<file path="src/rtl/alias_bus_reader.sv">
// alias_bus_reader
//
// Reader end of an aliased shared bus. On a start request it waits until the
// three views a/b/c agree and stay unchanged for STABLE_CYCLES consecutive
// cycles. It then samples the word and compares it against EXPECT. If the bus
// never settles within TIMEOUT cycles, it reports a timeout instead.
//
// Ports
//   clk        : sole clock, rising edge
//   rst_n      : asynchronous active-low reset
//   start      : begin a check (honoured only while idle)
//   a, b, c    : three views of the aliased bus
//   busy       : high whenever a check is in flight (state != IDLE)
//   done       : one-cycle pulse, result outputs are valid
//   pass       : last check passed
//   timeout    : last check never reached stability
//   mismatch   : bit0 a!=EXPECT, bit1 b!=a, bit2 c!=a
//   data       : value of a sampled by the last check
//   err_count  : failed checks since reset, saturating
module alias_bus_reader #(
  parameter int              WIDTH         = 32,
  parameter logic [WIDTH-1:0] EXPECT       = 32'hdeadbeef,
  parameter int              STABLE_CYCLES = 4,
  parameter int              TIMEOUT       = 64,
  parameter int              CNT_W         = 8
) (
  input  logic             clk,
  input  logic             rst_n,
  input  logic             start,
  input  logic [WIDTH-1:0] a,
  input  logic [WIDTH-1:0] b,
  input  logic [WIDTH-1:0] c,
  output logic             busy,
  output logic             done,
  output logic             pass,
  output logic             timeout,
  output logic [2:0]       mismatch,
  output logic [WIDTH-1:0] data,
  output logic [CNT_W-1:0] err_count
);

  // Counters are sized to hold their terminal values without wrapping.
  localparam int TMR_W = $clog2(TIMEOUT + 1);
  localparam int STB_W = $clog2(STABLE_CYCLES + 1);

  localparam logic [TMR_W-1:0] TMR_LAST = TMR_W'(TIMEOUT - 1);
  localparam logic [STB_W-1:0] STB_LAST = STB_W'(STABLE_CYCLES - 1);
  localparam logic [CNT_W-1:0] CNT_MAX  = '1;

  typedef enum logic [1:0] {
    S_IDLE,
    S_SETTLE,
    S_CHECK,
    S_DONE
  } state_t;

  state_t           r_state;
  state_t           w_state_next;
  logic [WIDTH-1:0] r_prev;
  logic [STB_W-1:0] r_stab_cnt;
  logic [TMR_W-1:0] r_timer;
  logic             r_pass;
  logic             r_timeout;
  logic [2:0]       r_mismatch;
  logic [WIDTH-1:0] r_data;
  logic [CNT_W-1:0] r_err_count;

  logic             w_steady;
  logic [2:0]       w_cmp;
  logic             w_stable_exit;
  logic             w_timer_exit;

  // Steady means all views agree now and a has not moved since last cycle.
  assign w_steady      = (a == b) && (a == c) && (a == r_prev);
  assign w_cmp         = {c != a, b != a, a != EXPECT};
  assign w_stable_exit = w_steady && (r_stab_cnt == STB_LAST);
  assign w_timer_exit  = (r_timer == TMR_LAST);

  // State register
  always_ff @(posedge clk or negedge rst_n) begin
    if (!rst_n) begin
      r_state <= S_IDLE;
    end else begin
      r_state <= w_state_next;
    end
  end

  // Next-state logic; stability takes priority over the timeout.
  always_comb begin
    w_state_next = r_state;
    case (r_state)
      S_IDLE: begin
        if (start) begin
          w_state_next = S_SETTLE;
        end
      end
      S_SETTLE: begin
        if (w_stable_exit) begin
          w_state_next = S_CHECK;
        end else if (w_timer_exit) begin
          w_state_next = S_DONE;
        end
      end
      S_CHECK: w_state_next = S_DONE;
      S_DONE:  w_state_next = S_IDLE;
      default: w_state_next = S_IDLE;
    endcase
  end

  // Datapath: settle tracking and result registers.
  always_ff @(posedge clk or negedge rst_n) begin
    if (!rst_n) begin
      r_prev      <= '0;
      r_stab_cnt  <= '0;
      r_timer     <= '0;
      r_pass      <= 1'b0;
      r_timeout   <= 1'b0;
      r_mismatch  <= '0;
      r_data      <= '0;
      r_err_count <= '0;
    end else begin
      case (r_state)
        S_IDLE: begin
          if (start) begin
            r_prev     <= a;
            r_stab_cnt <= '0;
            r_timer    <= '0;
          end
        end
        S_SETTLE: begin
          r_prev     <= a;
          r_timer    <= r_timer + 1'b1;
          r_stab_cnt <= w_steady ? r_stab_cnt + 1'b1 : '0;
          if (!w_stable_exit && w_timer_exit) begin
            r_timeout  <= 1'b1;
            r_pass     <= 1'b0;
            r_mismatch <= w_cmp;
            r_data     <= a;
            if (r_err_count != CNT_MAX) begin
              r_err_count <= r_err_count + 1'b1;
            end
          end
        end
        S_CHECK: begin
          r_data     <= a;
          r_mismatch <= w_cmp;
          r_pass     <= (w_cmp == 3'b000);
          r_timeout  <= 1'b0;
          if ((w_cmp != 3'b000) && (r_err_count != CNT_MAX)) begin
            r_err_count <= r_err_count + 1'b1;
          end
        end
        default: begin
        end
      endcase
    end
  end

  assign busy      = (r_state != S_IDLE);
  assign done      = (r_state == S_DONE);
  assign pass      = r_pass;
  assign timeout   = r_timeout;
  assign mismatch  = r_mismatch;
  assign data      = r_data;
  assign err_count = r_err_count;

endmodule

</file>
<file path="config.mk">
export PLATFORM = sky130hd
export DESIGN_NAME = alias_bus_reader
export DESIGN_NICKNAME = d
export VERILOG_FILES = /design/src/rtl/alias_bus_reader.sv
export SDC_FILE = /design/constraint.sdc
export NUM_CORES = 1
export LEC_CHECK = 0
export ABC_AREA = 0
export CORE_MARGIN = 5
export CORE_UTILIZATION = 49
export CTS_BUF_LIST = sky130_fd_sc_hd__clkbuf_4 sky130_fd_sc_hd__clkbuf_8 sky130_fd_sc_hd__clkbuf_16
export CTS_CLUSTER_SIZE = 14
export DETAILED_ROUTE_END_ITERATION = 8
export PLACE_DENSITY = 0.82
export SYNTH_ARGS = -nofsm -noshare
export SYNTH_HDL_FRONTEND = slang
export SYNTH_SLANG_ARGS = --single-unit
</file>
<file path="constraint.sdc">
create_clock -name clk -period 2.8 [get_ports clk]
set_input_delay 0.84 -clock clk [delete_from_list [all_inputs] [get_ports clk]]
set_output_delay 0.84 -clock clk [all_outputs]
set_load 0.005 [all_outputs]
</file>
==> results.txt <==
The switching portion of total power is 0.2766, and the placed standard-cell area is 7126 sq um. Among cell families on the critical path, the largest total delay comes from simple AND/OR/NAND/NOR gates. In the final layout, the multi-input gates occupy 2955 sq um.

The remaining routing DRC violations came out at 0. For the number of global-route vias before repair, the log shows 4,772. The global-route wire length before repair came out at 24,540 microns.

In this run, the number of DRC markers left after iteration 0 of detailed routing was 232. The buffering stage count on the worst path with inverters included was 3; the fraction of registers with async set or reset after synthesis was 1.000. The stage delay of the slowest cell on the critical path was 0.31 ns. The met2 demand-to-capacity share in global routing was 0.4350; the met1 usage was 0.3018. The category of the worst setup path launch point is an input port. After filler insertion, the fill cell instance count of the layout stands at 692. The diode insertion count for antenna repair came out at 0.

Start-to-end type of the worst setup path: in -> reg. For this design the static power due to leakage is 3.593 nW. Once detailed placement completed, the half-perimeter wirelength came to 11,810 microns. For the pin with the worst max-slew slack, the measured transition is 0.6826 ns.

The average via count per standard cell works out to 5.299. The floorplan step defined a die boundary enclosing 12,660 sq um. The instance count after placement with tap cells included is 806.

The logs give 38 for the count of unique library cells instantiated by Yosys and 0.5449 for the relative slew slack. The switching component of the power was 771.0 uW; the x dimension of the die was 112.5 microns. The utilization after layout is 0.7387, and the antenna violation net count after detailed routing is 0. The number of flops mapped to enable cells by yosys works out to 0.

The pin count of the biggest net entering global routing is 53. The fraction of final layout cells sized beyond drive strength 1 was 0.2931. The leading register cell type out of synthesis is dfrtp_1. The register clock-pin slew on the reported worst setup and hold paths was 0.10 ns. The sum of internal, switching and leakage power came out at 2.787 mW. The global-route layer with the greatest usage was met2.

TritonCTS built the clock tree. The part of the power in combinational logic is 0.207. The average size of a mapped cell was 10.30 sq um.

The cell count after synthesis came out at 500. In the final design database the tool counted 798 nets. The max-slew violation total from the final report is 0. The slowest stage of the critical path belongs to the cell mux2_4. Traced cell by cell, the critical path runs through dlygate4sd2_1 > buf_6 > xor2_1 > nor4_1 > nand4_1 > or2_4 > o31ai_4 > buf_4 > o21a_1 > mux2_4. The run gives 0.304 as the clock network fraction of design power. After detailed routing, the average wire length per cell comes to 19.01 microns. The run gives 7592 sq um as the final instance area. The endpoint class of the critical path is a flop.

The floorplan has 37 rows. From bottom edge to top edge, the die measures 112.5 microns. The area growth from synthesis to layout is 47.42%. The clock net in this run drives a total of 89 sinks. The logs give 9 for the TritonCTS buffer count and 0.05013 for the met3 routing resource usage after global routing. The highest fanout seen on the critical path was 5. The minimum period implied by the final worst setup slack works out to 2.741 ns.

Between clock sinks in the finished design, the worst skew comes to 0.01279 ns. The clock reaches the later pin of the worst-skew pair after 0.37 ns. The tools report the achievable frequency as 364.8 MHz. For this run the aggregate overflow at the end of global routing stands at 0. Setup slack closes at 0.05880 ns. The congestion estimate from routability-driven global placement came to 0.8765. Detailed routing inserted a total of 4,409 vias. After floorplanning, the core was sized to cover 10,280 sq um. The largest vdd supply drop was 0.2141 mV. After the flow finishes, the layout carries non-filler instances totaling 832. For this design, the CTS-stage hold fixing added 0 buffers. The share of the yosys chip area belonging to registers was 0.4325. Counting along the longest clock path gives a buffer depth of 2. The portion of the clock cycle consumed by the worst path in the final layout is 0.9790, and the post-placement setup slack is -0.7935 ns. At the worst endpoint, the required time is 3.06 ns. The classification of the worst-slack hold path was in -> async. The post-synthesis net count is 607, and the final number of hold-violating endpoints is 0.

In this run the number of H-tree levels came out at 3. The total wire length after detailed routing is 15,810 microns, and the number of buffers inserted by port buffering is 145. The flow ran to the end, and the final reports show no timing, DRC or antenna violations. The final-report setup violation count is 0, and the cell area power density is 367.1 nW/um^2. In this run the cell area of the synthesized design comes to 5150 sq um. For the effective utilization at floorplan, the log shows 0.5011. For the overall track demand over capacity in global routing, the log shows 0.2483.

The CTS root buffer is clkbuf_8. During I/O placement, the number of pins put on the boundary was 146. The share of total power in sequential cells was 0.490. The post-synthesis register bit count is 89.

The length of the first detailed-routing pass in iterations was 5; the count of warnings emitted by yosys was 0. The run gives 2.016 mW as the internal power summed over all cells. The signal arrival time at the worst endpoint came out at 3.00 ns. For the number of max-cap violations, the log shows 0.

The sequential cells in the finished layout cover a total of 2227 sq um. The number of antenna violations at the first check in global routing is 0.
-- cells in the mapped netlist (9+ instances only) --
cell type | count | share of area
nand2_1 | 113 | 0.082
dfrtp_1 | 89 | 0.43
xnor2_1 | 67 | 0.11
xor2_1 | 39 | 0.066
mux2_4 | 30 | 0.087
buf_2 | 23 | 0.022
nand4_1 | 23 | 0.028
clkbuf_1 | 17 | 0.012
nor4_1 | 11 | 0.013
inv_1 | 9 | 0.0066
nor2_1 | 9 | 0.0066
-- repair_timing --
action                                  4_1_cts  5_1_grt
pin swaps                                    45       39
gates resized for setup                     131       67
endpoints found under the setup margin       50       43
buffers inserted                             10        5
-- metrics by stage --
| stage | TNS [ns] | hold slack (ns) |
|---|---|---|
| 2_1_floorplan | 0 | 0.4538 |
| 3_3_place_gp | -33.84 | 0.4668 |
| 3_5_place_dp | -36.24 | 0.4757 |
| 4_1_cts | 0 | 0.4462 |
| 5_1_grt | -0.2500 | 0.4661 |
| 6_report | 0 | 0.4280 |
-- per-layer routing --
layer | wire length [microns] | up-vias
met5 | 0 | -
met4 | 469 | 0
met3 | 986 | 42
met2 | 7994 | 208
met1 | 6364 | 2132
li1 | - | 2027
-- layout by cell type, fill, tap and decap left out, drive strengths merged, types with 24 or more instances in the layout --
cell type / instances
nand2: 113
dfrtp: 89
buf: 82
xnor2: 67
clkdlybuf4s50: 55
dlygate4sd2: 45
xor2: 39
mux2: 38
clkbuf: 26
nand4: 24
-- layout make-up --
class | instances | share of cell area
well taps | 136 | 0.02241
inverters | 9 | 0.004450
flip-flops and latches | 89 | 0.2933
repair buffers | 223 | 0.2665
clock inverters | 5 | 0.004944
clock buffers | 11 | 0.01912
multi-input cells | 359 | 0.3893
-- power groups by stage --
stage                     combinational [mW]  sequential (mW)  clock, mW
after floorplan                        0.236             1.38          0
after global placement                 0.539             1.39          0
after detailed placement               0.552             1.39          0
after CTS                              0.562             1.36      0.846
after global routing                   0.614             1.37      0.905
final                                  0.576             1.37      0.846
-- worst paths after layout --
path	startpoint	end	slack [ns]	depth (start not counted)
hold / removal	rst_n	data[4]	0.43	1
hold reg to reg	r_prev[29]	r_prev[29]	0.49	2
min in group clk	r_prev[29]	r_prev[29]	0.49	2
max in group asynchronous	rst_n	r_timer[3]	1.71	2
setup reg to reg	r_prev[16]	r_state[1]	0.38	9
setup / recovery	a[1]	r_state[1]	0.06	10
-- sequential cells by signal (all words and copies together) (netlist names) --
register	count
r_prev	32
r_stab_cnt	3
r_timer	7
mismatch	3
pass	1
r_state	2
err_count	8
timeout	1
data	32
-- cells by family after synthesis --
family                   count (synthesis)  synth area share
adder cells (fa/ha/maj)                  8           0.01944
buffers and inverters                   52           0.04786
flip-flops                              89            0.4325
XOR/XNOR                               106            0.1803
multiplexers                            38            0.1050
AND/OR/NAND/NOR                        183            0.1793
AO/OA/AOI/OAI                           24           0.03571
No activity file was read; power rests on OpenSTA's default activity.
